[src/rtl/imul_sequential.sv]
// Sequential shift-and-add integer multiplier, DIGIT multiplier bits per cycle.
// Signed products use sign-magnitude: unsigned core on |a|,|b|, then a final conditional negate.
module imul_sequential #(
    parameter int unsigned NB    = 16,
    parameter int unsigned DIGIT = 2
) (
    input  logic            Clock,
    input  logic            Reset,
    input  logic            iStart,
    input  logic            iSigned,
    input  logic [NB-1:0]   iA,
    input  logic [NB-1:0]   iB,
    output logic            oBusy,
    output logic            oDone,
    output logic [2*NB-1:0] oResult
);

    localparam int unsigned N  = NB / DIGIT;
    localparam int unsigned KW = (N > 1) ? $clog2(N) : 1;
    localparam int unsigned PW = 2 * NB;

    typedef enum logic [1:0] {StIdle, StRun, StDone} state_e;

    state_e          state_q, state_d;
    logic [PW-1:0]   mcand_q, mcand_d;
    logic [NB-1:0]   mplier_q, mplier_d;
    logic [PW-1:0]   acc_q, acc_d;
    logic [PW-1:0]   result_q, result_d;
    logic            neg_q, neg_d;
    logic [KW-1:0]   k_q, k_d;

    logic [NB-1:0]   mag_a, mag_b;
    logic [PW-1:0]   row, acc_sum;
    logic            capture, last;

    // Magnitudes; |-2^(NB-1)| wraps to itself, which is the correct unsigned value.
    assign mag_a = (iSigned && iA[NB-1]) ? (-iA) : iA;
    assign mag_b = (iSigned && iB[NB-1]) ? (-iB) : iB;

    // mcand_q already carries the k*DIGIT shift; mplier_q low bits are the current digit.
    always_comb begin
        row = '0;
        for (int j = 0; j < DIGIT; j++) begin
            if (mplier_q[j]) begin
                row = row + (mcand_q << j);
            end
        end
    end

    assign acc_sum = acc_q + row;
    assign last    = (k_q == KW'(N - 1));

    always_comb begin
        state_d  = state_q;
        mcand_d  = mcand_q;
        mplier_d = mplier_q;
        acc_d    = acc_q;
        result_d = result_q;
        neg_d    = neg_q;
        k_d      = k_q;
        capture  = 1'b0;

        case (state_q)
            StIdle: begin
                capture = iStart;
            end
            StRun: begin
                acc_d    = acc_sum;
                mcand_d  = mcand_q << DIGIT;
                mplier_d = mplier_q >> DIGIT;
                k_d      = k_q + 1'b1;
                if (last) begin
                    state_d  = StDone;
                    result_d = neg_q ? (-acc_sum) : acc_sum;
                    k_d      = '0;
                end
            end
            StDone: begin
                capture = iStart;
                state_d = StIdle;
            end
            default: begin
                state_d = StIdle;
            end
        endcase

        if (capture) begin
            state_d  = StRun;
            mcand_d  = {{NB{1'b0}}, mag_a};
            mplier_d = mag_b;
            neg_d    = iSigned & (iA[NB-1] ^ iB[NB-1]);
            acc_d    = '0;
            k_d      = '0;
        end
    end

    always_ff @(posedge Clock) begin
        if (Reset) begin
            state_q  <= StIdle;
            mcand_q  <= '0;
            mplier_q <= '0;
            acc_q    <= '0;
            result_q <= '0;
            neg_q    <= 1'b0;
            k_q      <= '0;
        end else begin
            state_q  <= state_d;
            mcand_q  <= mcand_d;
            mplier_q <= mplier_d;
            acc_q    <= acc_d;
            result_q <= result_d;
            neg_q    <= neg_d;
            k_q      <= k_d;
        end
    end

    assign oBusy   = (state_q == StRun);
    assign oDone   = (state_q == StDone);
    assign oResult = result_q;

endmodule

[config.mk]
export PLATFORM = sky130hd
export DESIGN_NAME = imul_sequential
export DESIGN_NICKNAME = d
export VERILOG_FILES = /design/src/rtl/imul_sequential.sv
export SDC_FILE = /design/constraint.sdc
export NUM_CORES = 1
export LEC_CHECK = 0
export BUFFER_PORTS_ARGS = -buffer_cell sky130_fd_sc_hd__buf_2
export CAP_MARGIN = 20
export CORE_MARGIN = 3
export CORE_UTILIZATION = 36
export CTS_CLUSTER_SIZE = 28
export DETAILED_ROUTE_END_ITERATION = 8
export GPL_TIMING_DRIVEN = 0
export PLACE_DENSITY_LB_ADDON = 0.1
export SLEW_MARGIN = 25
export SYNTH_ARGS = -nofsm -noshare
export SYNTH_HDL_FRONTEND = slang
export SYNTH_SLANG_ARGS = --single-unit
[constraint.sdc]
create_clock -name Clock -period 14.3 [get_ports Clock]
set_input_delay 1.43 -clock Clock [delete_from_list [all_inputs] [get_ports Clock]]
set_output_delay 1.43 -clock Clock [all_outputs]
set_load 0.02 [all_outputs]
Word-level counts from Yosys, hierarchy flattened
Cells that the tools add are included. W data, S select, Z words.

Register bits after elaboration: 118. Output and inout port bits: 34. Logic and storage cells: 47.

Add/subtract/negate cells: 6. Eq/ne operators: 6. Mux-type cells: 14. Bitwise logic cells: 3. Reductions and logical operators: 9.

Operators by type and width (number): $mux W16 (6); $mux W32 (3); $add A32 B32 Y32 (2); $neg A16 Y16 (2); $neg A32 Y32 (1); $reduce_and A2 Y1 (3); $pmux W2 S2 (1); $reduce_or A2 Y1 (2); $add A3 B1 Y3 const B (1); $eq A3 B3 Y1 const B (1); $mux W3 (1); $ne A3 B1 Y1 const B (1); $eq A2 B1 Y1 const B (1); $eq A2 B2 Y1 const B (1); $logic_and A1 B1 Y1 (2); $logic_not A2 Y1 (1); $mux W1 (2); $mux W2 (1); $ne A2 B1 Y1 const B (1); $ne A2 B2 Y1 const B (1); $reduce_bool A2 Y1 (1); $and A1 B1 Y1 (1); $not A1 Y1 (1); $xor A1 B1 Y1 (1).

Depth between registers and ports, before layout
Gate-level depths: netlist of the first run.

Word-level depth: 6. Depth in mapped cells: 32.

Worst setup path before layout of the first run
Ideal clock, no wire load.

Path type: register to register. Start point: reg mplier_q[0]. End point: reg result_q[27] (netlist: oResult[27]). Library setup time: 0.086 ns. Data arrival time: 6.747 ns. Data required time: 14.214 ns. Setup slack: 7.467 ns. Stages on the path, launching flop included: 30. Path buffers: 5. Period minus slack after synthesis: 6.833 ns. Cells stage by stage: dfxtp_1 > clkbuf_1 > clkbuf_1 > clkbuf_1 > clkbuf_1 > clkbuf_1 > nand2_1 > inv_1 > ha_1 > a211o_1 > a21oi_1 > o31a_1 > o41ai_1 > a31o_2 > a41oi_1 > o21ai_0 > xor2_1 > mux2_2 > ha_1 > a21oi_1 > o21ai_0 > or2_2 > nor3_1 > nor2_1 > xnor2_1 > nand3_1 > or4_1 > o31a_1 > xnor2_1 > a211oi_1.

Cells in the longest elaborated chain, start to end: 6.

RTL lines: start, declared (line 26) `logic [NB-1:0] mplier_q, mplier_d;`; start signal, assigned (line 109) `mplier_q <= mplier_d;`; $mux W32 (*) (line 44) `if (mplier_q[j]) begin`; $add A32 B32 Y32 (line 45) `row = row + (mcand_q << j);`; $mux W32 (*) (line 44); $add A32 B32 Y32 (*) (line 50) `assign acc_sum = acc_q + row;`; $neg A32 Y32 (line 74) `result_d = neg_q ? (-acc_sum) : acc_sum;`; $mux W32 (*) (line 74); end signal, assigned (line 111) `result_q <= result_d;`; end, declared (line 28) `logic [PW-1:0] result_q, result_d;`.

Every way passes the cells marked *; elsewhere a longest branch is shown, timed or not. A chain may end at the register's enable or synchronous reset.

Worst setup path after layout of the first run
Start point: reg mplier_q[0]. End point: reg result_q[31] (netlist: oResult[31]).

The elaborated chain is that of the path after synthesis.

==> metrics.yaml, run 1 <==
logic_synthesis:
  synth_area_leaders: "dfxtp_1, nand2_1, ha_1"
  ys_warn_count: 0
  yosys.area.top_type: "dfxtp_1"
  ys_async_sr_fraction_pct: 0
  seq_area_frac_synth_pct: 23.88
  ys_seq_elements: 118
  synth_cells: 1367
  synth.distinct_cells: 88
  synth_edf_count: 0
  synthesis.area_um2: 9892
  synth_nets: 1462
  syn_area_per_cell_um2: 7.236
  synth_top_area_share_pct: 23.88
  synth_flop_cell: "dfxtp_1"
setup_path:
  required_ps: 14640
  crit_type: "reg2reg"
  critPathSlowestCell: "or4_1"
  end_kind: "register"
  r2r_slack_ps: 5170
  crit_fanout: 10
  critPathMostFrequentCell: "clkbuf_1"
  cp_data_arrival_time_ps: 9460
  cpPeakStageDelay_ps: 600
  cp-start-kind: "register"
job:
  cap_violations: 0
sta:
  max-slew-margin-rel_pct: 34.69
  fin_skew_ps: 11.60
  fin_crit_sh_pct: 63.82
  setup_viol_count_final: 0
  fmax_ghz: 0.1096
  drv_slew: 0
  hold_violations: 0
  setup-tns-final_ps: 0
  hold_slack_ps: 454.2
  worstMarginPinSlew_ps: 964.5
  fin_crit_ps: 9126
  rsz0062_at_grt: "false"
  setup_ws_ps: 5174
floorplanning:
  rows: 60
  chipHeight_um: 171.8
  start_util_pct: 36.70
  ios: 70
  die_w_um: 171.8
  core_area_um2: 26950
  dieArea_um2: 29500
global_route:
  grt_pass1_vias: 9460
  grt_pass1_wl_um: 51220
  antenna_found_initial: 0
  track_usage_pct: 21.93
  grt_overflow: 0
  grt_max_degree: 17
clock_network:
  root_buffer: "clkbuf_16"
  cts_made_buffers: 17
  htree_levels: 4
  cts.sinks: 118
  cts_resized: 0
  clockBufferDepth: 2
  hold_buffers: 0
  clk_transition_reported_paths_ps: 60
  cts_setup_buffers: 0
  tritoncts: "done"
  insertion_delay_ps: 430
placed_design:
  detailed_place_hpwl_um: 25350
  dp_slack_ps: 5299
  io_buffers: 69
  place.gp.congestion: 0.8708
  dp_cells: 1777
power:
  power.leakage_nw: 4.553
  peakVddDrop_mv: 0.07804
  powerDensity_nw_per_um2: 90.59
  power_mw: 1.022
detailed_routing:
  num_vias: 9956
  remaining_drc_errors: 0
  first_iter_violations: 666
  routed_wirelength_um: 32270
  ant_nets: 0
  wl_per_cell_um: 17.84
  drt_first_pass_iters: 5
  vias_per_cell: 5.504
outcome:
  status: "completed"
worst_hold_path:
  worst_hold_path_type: "reg2reg"
finish:
  area_growth_pct: 14.01
  layout-drive-gt1-share_pct: 10.22
  fillers: 2895
  fin_cells: 1809
  fin_nets: 1550
  n_antenna_cell: 0
critical path, delay by kind of cell, from the launching register on:
| family | cells | cell delay, ps |
|---|---|---|
| DFF | 1 | 310 |
| xor gates and xnor gates | 3 | 740 |
| buffers and inverters | 6 | 2250 |
| and+or+nand+nor | 6 | 2030 |
| AOI/OAI and AO/OA | 11 | 2790 |
| adders and majority gates | 2 | 560 |
| muxes | 1 | 330 |
cells by family (layout without fill, tap and decap cells):
logic type | Yosys count | in the layout | synth area share, %
flip-flops | 118 | 118 | 23.88
AND/OR/NAND/NOR | 558 | 558 | 25.92
XOR/XNOR | 110 | 110 | 9.879
multiplexers | 22 | 22 | 2.391
buffers and inverters | 112 | 213 | 4.402
adder cells (fa/ha/maj) | 59 | 59 | 7.614
AO/OA/AOI/OAI | 388 | 388 | 25.92
routing by layer:
metal  global-route usage, %  vias up  part of all wire, %
li1                        -     5049                    -
met1                   29.54     4676                   47
met2                   37.00      204                   47
met3                   3.103       27                  4.0
met4                   5.623        0                  1.6
met5                       0        -                    0
state kept, by name, summed over array words and instances, names as in the netlist:
register	flops
acc_q	32
state_q	2
neg_q	1
mplier_q	16
oResult	32
mcand_q	32
k_q	3
path summary, 6_finish.rpt:
kind / startpoint / endpoint / depth (start not counted)
setup / recovery: mplier_q[0]$_SDFFE_PP0P_ / oResult[31]$_SDFFE_PP0P_ / 29
hold / removal: oResult[0]$_SDFFE_PP0P_ / oResult[0]$_SDFFE_PP0P_ / 2
setup reg to reg: mplier_q[0]$_SDFFE_PP0P_ / oResult[31]$_SDFFE_PP0P_ / 29
hold reg to reg: oResult[0]$_SDFFE_PP0P_ / oResult[0]$_SDFFE_PP0P_ / 2
cell type report:
class                      count  area, um^2  share of cell area (%)
clock inverter                14       175.2                   1.553
inverter                      26       97.59                  0.8653
multi-input combinational   1137        7094                   62.90
clock buffer                  18       439.2                   3.894
timing repair buffer          69       345.3                   3.062
sequential                   118        2362                   20.95
tap                          341       426.7                   3.783
buffer                        86       337.8                   2.995
power breakdown:
group	switching (mW)	internal, mW
clock	0.181	0.280
sequential	0.00980	0.340
combinational	0.141	0.0695
placed cells by master, fill, tap and decap left out, types with 27 or more instances in the layout:
cell / netlist / routed
o21ai_0: 65 / 65
nand2_1: 242 / 242
a311oi_1: 27 / 27
xnor2_1: 47 / 47
dfxtp_1: 118 / 118
ha_1: 57 / 57
a21oi_1: 127 / 127
clkbuf_1: 72 / 72
xor2_1: 62 / 62
a211oi_1: 37 / 37
buf_2: 3 / 72
nor2_1: 134 / 134
and2_1: 29 / 29
per-stage QoR:
stage | util, % | cell area, um^2
after global routing | 41.85 | 11280
after floorplan | - | 9892
after CTS | 41.85 | 11280
final | 41.85 | 11280
after global placement | 39.57 | 10660
after detailed placement | 39.57 | 10660
Yosys cell counts (13+ instances only):
| master | n |
|---|---|
| nand2_1 | 242 |
| nor2_1 | 134 |
| a21oi_1 | 127 |
| dfxtp_1 | 118 |
| clkbuf_1 | 72 |
| o21ai_0 | 65 |
| xor2_1 | 62 |
| ha_1 | 57 |
| xnor2_1 | 47 |
| a211oi_1 | 37 |
| and2_1 | 29 |
| a311oi_1 | 27 |
| inv_1 | 25 |
| nor3_1 | 25 |
| nand2b_1 | 23 |
| a21o_1 | 21 |
| nand3_1 | 19 |
| nor2b_1 | 14 |
| a31oi_1 | 13 |
| mux2_2 | 13 |
(Power assumes the default switching activity.)
==> run 2, diff against run 1 <==
==> constraint.sdc (replaced) <==
create_clock -name Clock -period 8.2 [get_ports Clock]
set_input_delay 0.82 -clock Clock [delete_from_list [all_inputs] [get_ports Clock]]
set_output_delay 0.82 -clock Clock [all_outputs]
set_load 0.02 [all_outputs]
==> run 2 against run 1 <==
  * Die area unchanged
  * First-iteration DRC count down 11%
  * Hold slack about the same
  * Wire length up 0.11%
  * Fmax up 19%
  * Critical endpoint is now oResult[30]$_SDFFE_PP0P_
==> metrics.yaml, run 2 (same netlist as run 1, synthesis figures left out) <==
setup_path:
  cp-start-kind: "register"  # unchanged
  critPathMostFrequentCell: "clkbuf_2"  # was clkbuf_1
  cp_data_arrival_time_ps: 8000  # was 9460 ps
  required_ps: 8540  # was 14640 ps
  end_kind: "register"  # unchanged
  crit_fanout: 10  # unchanged
  crit_type: "reg2reg"  # unchanged
  cpPeakStageDelay_ps: 450  # was 600 ps
  critPathSlowestCell: "dfxtp_2"  # was or4_1
detailed_routing:
  routed_wirelength_um: 32310  # was 32270 um
  num_vias: 10014  # was 9956
  drt_first_pass_iters: 6  # was 5
  wl_met2_um: 15270  # was 15150 um
  remaining_drc_errors: 0  # unchanged
  highest_layer: "met4"  # unchanged
  wl_met3_um: 1165  # was 1293 um
  first_iter_violations: 590  # was 666
  wl_per_cell_um: 17.85  # was 17.84 um
  ant_nets: 0  # unchanged
  vias_per_cell: 5.533  # was 5.504
  wl_met1_um: 15330  # was 15300 um
floorplanning:
  rows: 60  # unchanged
  die_w_um: 171.8  # unchanged
  core_area_um2: 26950  # unchanged
  start_util_pct: 36.70  # unchanged
  ios: 70  # unchanged
  dieArea_um2: 29500  # unchanged
  chipHeight_um: 171.8  # unchanged
finish:
  final_cell_mix: "nand2_1, nor2_1, a21oi_1"  # unchanged
  fin_cells: 1810  # was 1809
  n_antenna_cell: 0  # unchanged
  multiInputGateArea_um2: 7148  # was 7094 um^2
  layout-drive-gt1-share_pct: 11.37  # was 10.22%
  register_area_um2: 2364  # was 2362 um^2
  fin_nets: 1551  # was 1550
  area_growth_pct: 14.75  # was 14.01%
  fillers: 2888  # was 2895
  final_common_cell: "nand2_1"  # unchanged
global_route:
  track_usage_pct: 21.95  # was 21.93%
  grt_pass1_wl_um: 51270  # was 51220 um
  grt_overflow: 0  # unchanged
  grt_max_degree: 17  # unchanged
  grt_pass1_vias: 9471  # was 9460
  antenna_found_initial: 0  # unchanged
power:
  peakVddDrop_mv: 0.1366  # was 0.07804 mV
  power_mw: 1.783  # was 1.022 mW
  powerDensity_nw_per_um2: 157.1  # was 90.59 nW/um^2
  power.leakage_nw: 4.590  # was 4.553 nW
clock_network:
  cts_made_buffers: 17  # unchanged
  cts.sinks: 118  # unchanged
  clockBufferDepth: 2  # unchanged
  tritoncts: "done"  # unchanged
  htree_levels: 4  # unchanged
  clk_transition_reported_paths_ps: 60  # about the same
  hold_buffers: 0  # unchanged
  root_buffer: "clkbuf_16"  # unchanged
  insertion_delay_ps: 430  # about the same
sta:
  hold_violations: 0  # unchanged
  rsz0062_at_grt: "false"  # unchanged
  fin_skew_ps: 10.69  # was 11.60 ps
  drv_slew: 0  # unchanged
  setup-tns-final_ps: 0  # unchanged
  worstMarginPinSlew_ps: 938.4  # was 964.5 ps
  max-slew-margin-rel_pct: 36.45  # was 34.69%
  hold_slack_ps: 454.1  # was 454.2 ps
  fin_crit_sh_pct: 93.40  # was 63.82%
  fmax_ghz: 0.1306  # was 0.1096 GHz
  setup_viol_count_final: 0  # unchanged
  fin_crit_ps: 7659  # was 9126 ps
placed_design:
  io_buffers: 69  # unchanged
  dp_cells: 1777  # unchanged
  place.gp.congestion: 0.8708  # unchanged
  detailed_place_hpwl_um: 25350  # unchanged
outcome:
  status: "completed"  # unchanged
worst_hold_path:
  worst_hold_path_type: "reg2reg"  # unchanged
job:
  cap_violations: 0  # unchanged
==> run 2: cell types whose count changed in the layout (fill, tap and decap cells not counted), moves of 2 or more <==
cell,delta
xnor2_1,-2
buf_4,+2
clkbuf_2,+4
nor3_2,+2
nor3_1,-3
xnor2_2,+2
clkbuf_1,-6
==> run 2: through the flow <==
step / setup WS, ps / cell area, um^2 / utilization, %
floorplan: 1367 / 9892 / -
global placement: -951.2 / 10660 / 39.57
detailed placement: -800.7 / 10660 / 39.57
CTS: 63.70 / 11300 / 41.92
global route: 35.96 / 11350 / 42.12
finish: 541.1 / 11350 / 42.12
==> run 2: repair_timing <==
action | in CTS | in global routing
gates resized for setup | 7 | 13
setup buffers | 0 | 2
setup endpoints to repair | 13 | 13
gates cloned | 0 | 0
pin swaps | 0 | 1
==> run 2: area by class of cell <==
type	count	area share, %
Tap cell	341	3.759
Buffer	85	2.998
Clock inverter	14	1.543
Inverter	26	0.8598
Timing Repair Buffer	71	3.175
Sequential cell	118	20.82
Multi-Input combinational cell	1137	62.97
Clock buffer	18	3.869
==> run 2: worst paths after layout <==
check	end	slack [ps]	cells after the start	from
hold reg to reg	oResult[0]$_SDFFE_PP0P_	450	2	oResult[0]$_SDFFE_PP0P_
hold / removal	oResult[0]$_SDFFE_PP0P_	450	2	oResult[0]$_SDFFE_PP0P_
setup reg to reg	oResult[30]$_SDFFE_PP0P_	540	28	mplier_q[0]$_SDFFE_PP0P_
setup / recovery	oResult[30]$_SDFFE_PP0P_	540	28	mplier_q[0]$_SDFFE_PP0P_
==> run 2: where the power goes <==
group          leakage, nW  switching (mW)  internal (mW)  total [mW]
Sequential           0.959          0.0184          0.592       0.611
Combinational         3.34           0.245          0.123       0.368
Clock                0.293           0.315          0.489       0.804
==> run 2: critical path: cells and delay by family (launching register included) <==
| kind | cells | cell delay, ps |
|---|---|---|
| buffers and inverters | 4 | 1130 |
| flip-flops | 1 | 450 |
| XOR/XNOR | 3 | 440 |
| AND/OR/NAND/NOR | 6 | 1360 |
| multiplexers | 1 | 320 |
| adder cells (fa/ha/maj) | 2 | 550 |
| AO/OA/AOI/OAI | 12 | 3290 |
==> run 2: metal layers <==
| metal | global-route usage [%] | vias up |
|---|---|---|
| met3 | 3.103 | 31 |
| met4 | 5.623 | 0 |
| li1 | - | 5057 |
| met1 | 29.57 | 4734 |
| met5 | 0 | - |
| met2 | 37.01 | 192 |
==> run 3, diff against run 2 <==
==> constraint.sdc (replaced) <==
create_clock -name Clock -period 9 [get_ports Clock]
set_input_delay 0.9 -clock Clock [delete_from_list [all_inputs] [get_ports Clock]]
set_output_delay 0.9 -clock Clock [all_outputs]
set_load 0.02 [all_outputs]
==> run 3 against run 2 <==
  * Setup slack improved by 300 ps
  * Fmax shrank 6.1%
  * Power shrank 8.9%
  * Clock power fell by 8.8%
  * Via count rose by 0.35%
  * Die area is the same
==> metrics.yaml, run 3 (same netlist as run 1, synthesis figures left out) <==
clock_network:
  cts.sinks: 118  # unchanged
  htree_levels: 4  # unchanged
  hold_buffers: 0  # unchanged
  cts_made_buffers: 17  # unchanged
  tritoncts: "done"  # unchanged
  clk_transition_reported_paths_ps: 70  # was 60 ps
  insertion_delay_ps: 430  # about the same
  clockBufferDepth: 2  # unchanged
  root_buffer: "clkbuf_16"  # unchanged
  cts_setup_buffers: 0  # unchanged
power:
  powerDensity_nw_per_um2: 143.7  # was 157.1 nW/um^2
  power.leakage_nw: 4.571  # was 4.590 nW
  p_switching_mw: 0.5276  # was 0.5784 mW
  power_mw: 1.624  # was 1.783 mW
  peakVddDrop_mv: 0.1239  # was 0.1366 mV
  seq_power_share_pct: 34.2  # was 34.3%
  p_int_mw: 1.096  # was 1.205 mW
  comb_power_share_pct: 20.7  # about the same
  swShare_pct: 32.49  # was 32.44%
  share_clk_of_total_power_pct: 45.1  # about the same
floorplanning:
  chipHeight_um: 171.8  # unchanged
  ios: 70  # unchanged
  rows: 60  # unchanged
  core_area_um2: 26950  # unchanged
  die_w_um: 171.8  # unchanged
  start_util_pct: 36.70  # unchanged
  dieArea_um2: 29500  # unchanged
detailed_routing:
  first_iter_violations: 668  # was 590
  vias_per_cell: 5.555  # was 5.533
  num_vias: 10049  # was 10014
  wl_per_cell_um: 17.85  # about the same
  drt_first_pass_iters: 5  # was 6
  routed_wirelength_um: 32290  # was 32310 um
  remaining_drc_errors: 0  # unchanged
  ant_nets: 0  # unchanged
finish:
  multiInputGateArea_um2: 7112  # was 7148 um^2
  fillers: 2895  # was 2888
  final_cell_area_um2: 11300  # was 11350 um^2
  fin_nets: 1550  # was 1551
  area_growth_pct: 14.26  # was 14.75%
  layout-drive-gt1-share_pct: 10.76  # was 11.37%
  final_cell_mix: "nand2_1, nor2_1, a21oi_1"  # unchanged
  n_antenna_cell: 0  # unchanged
  register_area_um2: 2362  # was 2364 um^2
  final_common_cell: "nand2_1"  # unchanged
sta:
  drv_slew: 0  # unchanged
  fin_crit_ps: 8160  # was 7659 ps
  worstMarginPinSlew_ps: 974.4  # was 938.4 ps
  setup_ws_ps: 840.4  # was 541.1 ps
  setup_viol_count_final: 0  # unchanged
  rsz0062_at_grt: "false"  # unchanged
  fin_crit_sh_pct: 90.66  # was 93.40%
  fin_skew_ps: 12.84  # was 10.69 ps
  fmax_ghz: 0.1226  # was 0.1306 GHz
  hold_violations: 0  # unchanged
  hold_slack_ps: 453.7  # was 454.1 ps
  max-slew-margin-rel_pct: 34.02  # was 36.45%
setup_path:
  r2r_slack_ps: 840  # was 540 ps
  crit_fanout: 10  # unchanged
  reg2reg_to: "oResult[30]$_SDFFE_PP0P_"  # unchanged
  crit_type: "reg2reg"  # unchanged
  cp-start-kind: "register"  # unchanged
  reg2reg_depth: 32  # was 28
  end_kind: "register"  # unchanged
  required_ps: 9340  # was 8540 ps
  regToRegStartpoint: "mplier_q[0]$_SDFFE_PP0P_"  # unchanged
  critPathSlowestCell: "or3_1"  # was dfxtp_2
  cpPeakStageDelay_ps: 400  # was 450 ps
  cp_data_arrival_time_ps: 8500  # was 8000 ps
  critPathTopFamily: "compound AO/OA/AOI/OAI gates"  # unchanged
  path_buf_inv: 6  # was 4
worst_hold_path:
  whs_path_depth: 2  # unchanged
  worst_hold_path_type: "reg2reg"  # unchanged
  hold_start: "oResult[16]$_SDFFE_PP0P_"  # was oResult[0]$_SDFFE_PP0P_
  hold_end: "oResult[16]$_SDFFE_PP0P_"  # was oResult[0]$_SDFFE_PP0P_
global_route:
  grt_pass1_vias: 9469  # was 9471
  use_met1_pct: 29.54  # was 29.57%
  grt_max_degree: 17  # unchanged
  grt_use_met3_pct: 3.103  # unchanged
  busiest_layer: "met2"  # unchanged
  track_usage_pct: 21.94  # was 21.95%
  grt_pass1_wl_um: 51270  # about the same
  grtUsageMet2_pct: 37.03  # was 37.01%
  grt_overflow: 0  # unchanged
  antenna_found_initial: 0  # unchanged
placed_design:
  place_area_um2: 10660  # unchanged
  detailed_place_hpwl_um: 25350  # unchanged
  place.gp.congestion: 0.8708  # unchanged
  dp_slack_ps: -0.6883  # was -800.7 ps
  io_buffers: 69  # unchanged
job:
  cap_violations: 0  # unchanged
outcome:
  status: "completed"  # unchanged
run 3: power groups by stage:
stage               registers [mW]  clock network [mW]  logic (mW)
floorplan                    0.561                   0       0.232
finish                       0.555               0.733       0.336
CTS                          0.555               0.744       0.335
detailed placement           0.566                   0       0.333
global route                 0.558               0.764       0.372
global placement             0.566                   0       0.331
run 3: tightest hold or removal path, stage by stage, from the launching register on:
cell     delay [ps]
dfxtp_1         310
nand2_1          50
a21oi_1          50
run 3: cell type report:
type                       count  share of cell area (%)
multi-input combinational   1137                   62.92
sequential                   118                   20.90
clock buffer                  18                   3.886
tap                          341                   3.775
timing repair buffer          69                   3.055
buffer                        86                   3.044
clock inverter                14                   1.550
inverter                      26                  0.8635
run 3: how the worst max path moves through the flow:
stage,from,end,slack [ps],cells after the start
after floorplan,mplier_q[0]$_SDFFE_PP0P_,oResult[27]$_SDFFE_PP0P_,2170,29
after global placement,mplier_q[0]$_SDFFE_PP0P_,oResult[31]$_SDFFE_PP0P_,-150,28
after detailed placement,mplier_q[0]$_SDFFE_PP0P_,oResult[31]$_SDFFE_PP0P_,-0.7,29
after CTS,mplier_q[0]$_SDFFE_PP0P_,oResult[31]$_SDFFE_PP0P_,100,28
after global routing,mplier_q[0]$_SDFFE_PP0P_,oResult[30]$_SDFFE_PP0P_,170,32
final,mplier_q[0]$_SDFFE_PP0P_,oResult[30]$_SDFFE_PP0P_,840,32
run 3: metal layers:
metal  vias up  part of all wire, %
met1      4741                   47
met3        30                  4.2
met5         -                    0
li1       5050                    -
met2       228                   47
met4         0                  1.7
run 3: metrics by stage:
| stage | utilization [%] | std cells | TNS [ps] |
|---|---|---|---|
| after floorplan | - | 1367 | 0 |
| after global placement | 39.57 | 1777 | -278.7 |
| after detailed placement | 39.57 | 1777 | -0.6883 |
| after CTS | 41.86 | 1809 | 0 |
| after global routing | 41.94 | 1809 | 0 |
| final | 41.94 | 1809 | 0 |
run 3: timing repair:
action	4_1_cts	5_1_grt
gates resized for setup	2	10
cloned	0	0
pin swaps	0	0
endpoints found under the hold margin	0	0
endpoints found under the setup margin	2	8
